File: config.mk
export PLATFORM = sky130hd
export DESIGN_NAME = sat_accumulator
export DESIGN_NICKNAME = d
export VERILOG_FILES = /design/src/rtl/sat_accumulator.sv
export SDC_FILE = /design/constraint.sdc
export NUM_CORES = 1
export LEC_CHECK = 0
export ABC_AREA = 1
export BUFFER_PORTS_ARGS = -buffer_cell sky130_fd_sc_hd__buf_2
export CAP_MARGIN = 20
export CORE_ASPECT_RATIO = 0.75
export CORE_MARGIN = 2
export CORE_UTILIZATION = 25
export DETAILED_ROUTE_END_ITERATION = 10
export GPL_TIMING_DRIVEN = 0
export SETUP_SLACK_MARGIN = 0.02
export SLEW_MARGIN = 20
export SYNTH_ARGS = -nofsm -noshare
export SYNTH_HDL_FRONTEND = slang
export SYNTH_SLANG_ARGS = --single-unit
File: constraint.sdc
create_clock -name clk -period 7.2 [get_ports clk]
set_input_delay 1.44 -clock clk [delete_from_list [all_inputs] [get_ports clk]]
set_output_delay 1.44 -clock clk [all_outputs]
set_load 0.02 [all_outputs]
File: src/rtl/sat_accumulator.sv
`default_nettype none
// +------------------------------------------------------------------------+
// | Module      : sat_accumulator                                          |
// | Description : Two-stage framed accumulator. Stage 1 reduces LANES      |
// |               signed lanes to a full-precision sum; stage 2 adds the   |
// |               sum into a saturating ACC_W accumulator and reports the  |
// |               clamped frame total with a sticky saturation flag.       |
// | Revision    : 1.0 - initial release                                    |
// +------------------------------------------------------------------------+
module sat_accumulator #(
   parameter int IN_W  = 16,
   parameter int LANES = 4,
   parameter int ACC_W = 18
) (
   input  logic                    clk,
   input  logic                    reset,
   input  logic                    in_valid,
   input  logic [LANES*IN_W-1:0]   in_data,
   input  logic                    in_last,
   output logic                    out_valid,
   output logic signed [ACC_W-1:0] out_data,
   output logic                    out_sat
);

   // Full-precision lane sum width: LANES values never need more than
   // log2(LANES) growth bits, so this sum is exact.
   localparam int c_SUM_W = IN_W + $clog2(LANES);
   localparam int c_EXT_W = c_SUM_W - IN_W;
   // The stage-2 adder works one bit wider than the accumulator so that
   // overflow shows up as a mismatch of the two top bits.
   localparam int c_T_W   = ACC_W + 1;
   localparam int c_SX_W  = c_T_W - c_SUM_W;

   localparam logic signed [ACC_W-1:0] c_ACC_MAX = {1'b0, {(ACC_W-1){1'b1}}};
   localparam logic signed [ACC_W-1:0] c_ACC_MIN = {1'b1, {(ACC_W-1){1'b0}}};

   // ----------------------------------------------------------------------
   // Lane unpacking
   // ----------------------------------------------------------------------
   logic signed [IN_W-1:0] w_lane [LANES];

   genvar g_k;
   generate
      for (g_k = 0; g_k < LANES; g_k++) begin : g_lane
         assign w_lane[g_k] = in_data[g_k*IN_W +: IN_W];
      end
   endgenerate

   // ----------------------------------------------------------------------
   // Stage 1: full-precision lane reduction
   // ----------------------------------------------------------------------
   logic signed [c_SUM_W-1:0] w_sum;
   logic signed [c_SUM_W-1:0] r_s1_sum;
   logic                      r_s1_valid;
   logic                      r_s1_last;

   // Sign-extend every lane to the sum width and add them up.
   always_comb begin
      w_sum = '0;
      for (int k = 0; k < LANES; k++) begin
         w_sum = w_sum + {{c_EXT_W{w_lane[k][IN_W-1]}}, w_lane[k]};
      end
   end

   // Capture one beat; an idle cycle becomes a bubble and its in_last is dropped.
   always_ff @(posedge clk) begin
      if (reset) begin
         r_s1_valid <= 1'b0;
         r_s1_last  <= 1'b0;
         r_s1_sum   <= '0;
      end else begin
         r_s1_valid <= in_valid;
         r_s1_last  <= in_valid & in_last;
         if (in_valid) begin
            r_s1_sum <= w_sum;
         end
      end
   end

   // ----------------------------------------------------------------------
   // Stage 2: saturating accumulate
   // ----------------------------------------------------------------------
   logic signed [ACC_W-1:0] r_acc;
   logic                    r_sat_f;

   logic signed [c_T_W-1:0] w_acc_ext;
   logic signed [c_T_W-1:0] w_sum_ext;
   logic signed [c_T_W-1:0] w_t;
   logic                    w_ovf_pos;
   logic                    w_ovf_neg;
   logic                    w_clamp;
   logic signed [ACC_W-1:0] w_result;

   // Widen both operands, add, and clamp to the accumulator range.
   always_comb begin
      w_acc_ext = {r_acc[ACC_W-1], r_acc};
      w_sum_ext = {{c_SX_W{r_s1_sum[c_SUM_W-1]}}, r_s1_sum};
      w_t       = w_acc_ext + w_sum_ext;
      // Both operands fit in ACC_W bits, so the true sum always fits in
      // ACC_W+1 bits and a top-bit mismatch is an exact overflow test.
      w_ovf_pos = ~w_t[ACC_W] &  w_t[ACC_W-1];
      w_ovf_neg =  w_t[ACC_W] & ~w_t[ACC_W-1];
      w_clamp   = w_ovf_pos | w_ovf_neg;
      if (w_ovf_pos) begin
         w_result = c_ACC_MAX;
      end else if (w_ovf_neg) begin
         w_result = c_ACC_MIN;
      end else begin
         w_result = w_t[ACC_W-1:0];
      end
   end

   // Accumulate mid-frame beats; on the last beat publish the result and
   // restart from zero so a back-to-back frame starts clean.
   always_ff @(posedge clk) begin
      if (reset) begin
         r_acc     <= '0;
         r_sat_f   <= 1'b0;
         out_valid <= 1'b0;
         out_data  <= '0;
         out_sat   <= 1'b0;
      end else begin
         out_valid <= 1'b0;
         if (r_s1_valid) begin
            if (r_s1_last) begin
               out_data  <= w_result;
               out_sat   <= r_sat_f | w_clamp;
               out_valid <= 1'b1;
               r_acc     <= '0;
               r_sat_f   <= 1'b0;
            end else begin
               r_acc     <= w_result;
               r_sat_f   <= r_sat_f | w_clamp;
            end
         end
      end
   end

endmodule
`default_nettype wire

* Word-level counts from Yosys, hierarchy flattened
Index checks and enable logic that the tools add are counted.
** Storage, ports and cells
- Register bits :: 59
- Bits in latches :: 0
- Memory bits (writable) :: 0
- Bits in read-only memories :: 0
- Input port bits :: 68
- Output and inout port bits :: 20
- Memories kept :: 0
** Cells by class
- Add/subtract/negate cells :: 4
- Multiply operators :: 0
- Divide/modulo/power cells :: 0
- $lt $le $gt $ge :: 0
- Equal/unequal tests :: 0
- Shifts and indexed selects :: 0
- Muxes and demuxes :: 5
- Bitwise operators :: 8
- Reduce and logical (&&, ||, !) cells :: 2
** Operators by type and width (number)
- $mux 18 :: 3
- $add 18x18->19 :: 1
- $add 17x16->18 :: 1
- $add 18x18->18 :: 1
- $add 16x16->17 :: 1
- $and 1x1->1 :: 3
- $not 1->1 :: 3
- $mux 1 :: 2
- $or 1x1->1 :: 2
- $reduce_and 2->1 :: 1
- $reduce_or 2->1 :: 1

* Logic depth before layout (Yosys ltp)
- Depth in word-level cells :: 6
- Depth in mapped cells :: 19
- Depth with buffers taken out :: 18

* Worst setup path before layout
Ideal clock, no wire load.
- Kind :: input port to flip-flop
- Start :: in in_data[1]
- End :: reg r_s1_sum[11]
- Arrival time :: 3.763 ns
- Data required time :: 7.085 ns
- Slack :: 3.321 ns
- Cell stages on the path :: 13
- Buffers on the path :: 0
- Cell sequence :: fa_1 fa_1 ha_1 fa_1 nand3_1 nand2_1 nand3_1 nand2_1 nand2_1 nand2_1 xor2_1 o21ai_0 inv_1
** Between the ends
- Longest elaborated chain between the ends :: 3
** Ends and longest elaborated chain
- start, declared :: RTL line 18 : input logic [LANES*IN_W-1:0] in_data,
- $add 16x16->17 :: RTL line 61 : w_sum = w_sum + {{c_EXT_W{w_lane[k][IN_W-1]}}, w_lane[k]};
- $add 17x16->18 :: RTL line 61
- $add 18x18->18 :: RTL line 61
- end signal, assigned :: RTL line 75 : r_s1_sum <= w_sum;
- end, declared :: RTL line 53 : logic signed [c_SUM_W-1:0] r_s1_sum;
Every way passes these cells.
A chain may end at the register's enable or synchronous reset.

* Final worst setup path
Same ends and word-level chain as after synthesis.

==> results.yml <==
cells_and_area:
  nFillCells: 2241
  num_antenna_cells: 0
  num-nets-final: 999
  post-route-cell-area_mm2: 0.00614
  areaGrowthSynthToFinish_pct: 20.2
  post-route-util_pct: 30.5
  layout-drive-gt1-share_pct: 15.2
floorplan:
  die_width_um: 169
  initial_core_util_pct: 25.4
  die_height_um: 128
  die_area_mm2: 0.0216
  rows: 45
  io_pins: 88
  coreArea_mm2: 0.0202
synth:
  syn_area_mm2: 0.00511
  yosys_most_used_dff: "dfxtp_1"
  synth-async-reset-ratio_pct: 0
  ys_seq_area_share_pct: 23.1
  synth-xor-area-share_pct: 1.86
  synth_edf_count: 0
  synth_cell_types: 33
  syn_inst: 764
  yosysTopAreaCellShare_pct: 23.1
  synthMuxAreaShare_pct: 0
  yosys_warnings: 0
  yosys.area_share.simple_pct: 27.6
  synth_compound_gate_area_share_pct: 10.9
  yosysMostFrequentCell: "nand2_1"
  ys_ff_latch: 59
  synth_top_family_by_area: "simple AND/OR/NAND/NOR gates"
  synth_fa_ha_area_share_pct: 22.4
  syn_nets: 903
  netlist_top_cells_area: "dfxtp_1, nand2_1, fa_1, inv_1, ha_1"
  syn_area_per_cell_um2: 6.69
  yosysTopAreaCell: "dfxtp_1"
  synth_commonest_cells: "nand2_1, inv_1, nor2_1"
setup_path:
  cp_max_fo: 3
  cp-start-kind: "input pin"
  critPathMostFrequentCell: "nand2_1"
  crit_required_ns: 7.43
  end_kind: "flip-flop"
  path_buf_inv: 2
  path_delay_family: "adder cells"
  worst_ep_arrival_time_ns: 4.11
  slowest_stage: "fa_1"
  crit_chain: "buf_2 > fa_1 > fa_1 > ha_1 > fa_1 > nand3_1 > nand2_1 > nand3_1 > nand2_1 > nand2_1 > nand2_1 > xor2_1 > o21ai_0 > inv_1"
  crit_type: "input pin to flip-flop"
  cpPeakStageDelay_ns: 0.57
drt:
  drc: 0
  drt-initial-drc-count: 223
  vias_per_cell: 4.26
  final_antenna_net_count: 0
  routed_wl_mm: 12.8
  detail_route.wl_per_cell_um: 11.4
  num_vias: 4781
  dr.pass1.iters: 5
timing:
  rsz0062_at_grt: "no"
  drv_slew: 0
  tightest_slew_ns: 0.561
  skew_ns: 0.00699
  fmax_mhz: 257
  finalCritPeriodShare_pct: 54.0
  period_needed_ns: 3.88
  setup_viol: 0
  finalHoldViolCount: 0
  tns_ns: 0
  maxSlewHeadroom_pct: 62.6
power_and_ir_drop:
  p_per_area_mw_per_mm2: 242
  irDropWorstVdd_v: 0.000108
  p_leak_nw: 3.48
run:
  cap_viol_max_count: 0
global_route:
  grt.overflow.total: 0
  grt_max_degree: 11
  grt.total_usage_pct: 12.4
  grt_first_pass_wirelength_mm: 21.5
  grt_pass1_vias: 4537
  antenna_found_initial: 0
clocking:
  post-cts-setup-buffers: 0
  holdBufCountCts: 0
  post_cts_resized: 0
  clk_latency_ns: 0.33
  cts_tree: "done"
  cts.sinks: 59
  cts_inserted_buffers: 9
  cts_root_buf: "clkbuf_16"
  path_clk_slew_ns: 0.05
  htree_levels: 3
  clock_path_buffers: 2
worst_hold_path:
  hold_class: "flip-flop to flip-flop"
placement:
  placed_area_mm2: 0.00586
  place_hpwl_mm: 10.8
  gp_congestion: 0.827
  io_buffers: 85
status:
  outcome: "completed"
==> layout make-up <==
type	count	area (um2)	share of cell area, %
inverter	173	649	10.6
tap	258	323	5.25
multi-input combinational	518	3210	52.2
clock buffer	11	243	3.95
buffer	14	76.3	1.24
timing repair buffer	85	425	6.92
sequential	59	1180	19.2
clock inverter	3	40.0	0.652
==> path summary, 6_finish.rpt <==
| kind | startpoint | cells past startpoint | slack, ns | to |
|---|---|---|---|---|
| worst max-delay path | in_data[1] | 14 | 3.32 | r_s1_sum[11] |
| worst min register to register | out_sat | 2 | 0.44 | out_sat |
| worst min-delay path | out_sat | 2 | 0.44 | out_sat |
| worst max register to register | r_acc[0] | 18 | 4.34 | r_acc[1] |
==> power breakdown <==
part | internal, mW | switching [mW]
combinational | 0.252 | 0.428
clock | 0.272 | 0.146
sequential | 0.364 | 0.0236
==> sequential cells by signal (all words and copies together), names as in the netlist <==
name        count
r_s1_last       1
r_sat_f         1
r_s1_sum       18
r_s1_valid      1
out_data       18
r_acc          18
out_sat         1
out_valid       1
==> logic make-up (layout without fill, tap and decap cells) <==
kind of cell             Yosys count  after routing
AND/OR/NAND/NOR                  337            337
buffers and inverters            187            286
AO/OA/AOI/OAI                    100            100
adder cells (fa/ha/maj)           71             71
flip-flops                        59             59
XOR/XNOR                          10             10
==> through the flow <==
step	hold slack, ns	std cells	setup WS, ns	power, mW
final	0.441	1121	3.32	1.49
after floorplan	0.448	764	3.32	0.903
after CTS	0.447	1121	3.32	1.50
after global placement	0.429	1107	2.97	1.07
after global routing	0.467	1121	3.16	1.63
after detailed placement	0.434	1107	2.97	1.08
==> worst min-delay path, cell delays in order (launching register included) <==
cell and delay (ns):
dfxtp_1 0.32, nand2_1 0.05, nand2_1 0.05
==> routing by layer <==
metal  routed length, um  track usage [%]
met4                  90             2.11
met3                 825             2.84
met5                   0                0
met2                5080             18.6
met1                6760             18.2
==> placed cells by master, fill, tap and decap left out, types with 4 or more instances in the layout <==
cell type and instances:
o21bai_1 5, clkbuf_16 9, inv_1 171, nand3_2 7, fa_1 34, buf_2 87, nor2_2 4, a22o_1 6
xor2_1 8, o21ai_0 27, a21oi_1 52, clkbuf_1 10, ha_1 37, nor2_1 63, dfxtp_1 59, nand2_1 207
nand3_1 31, nand2_2 11, nor3_1 8
No activity file was read; power rests on OpenSTA's default activity.
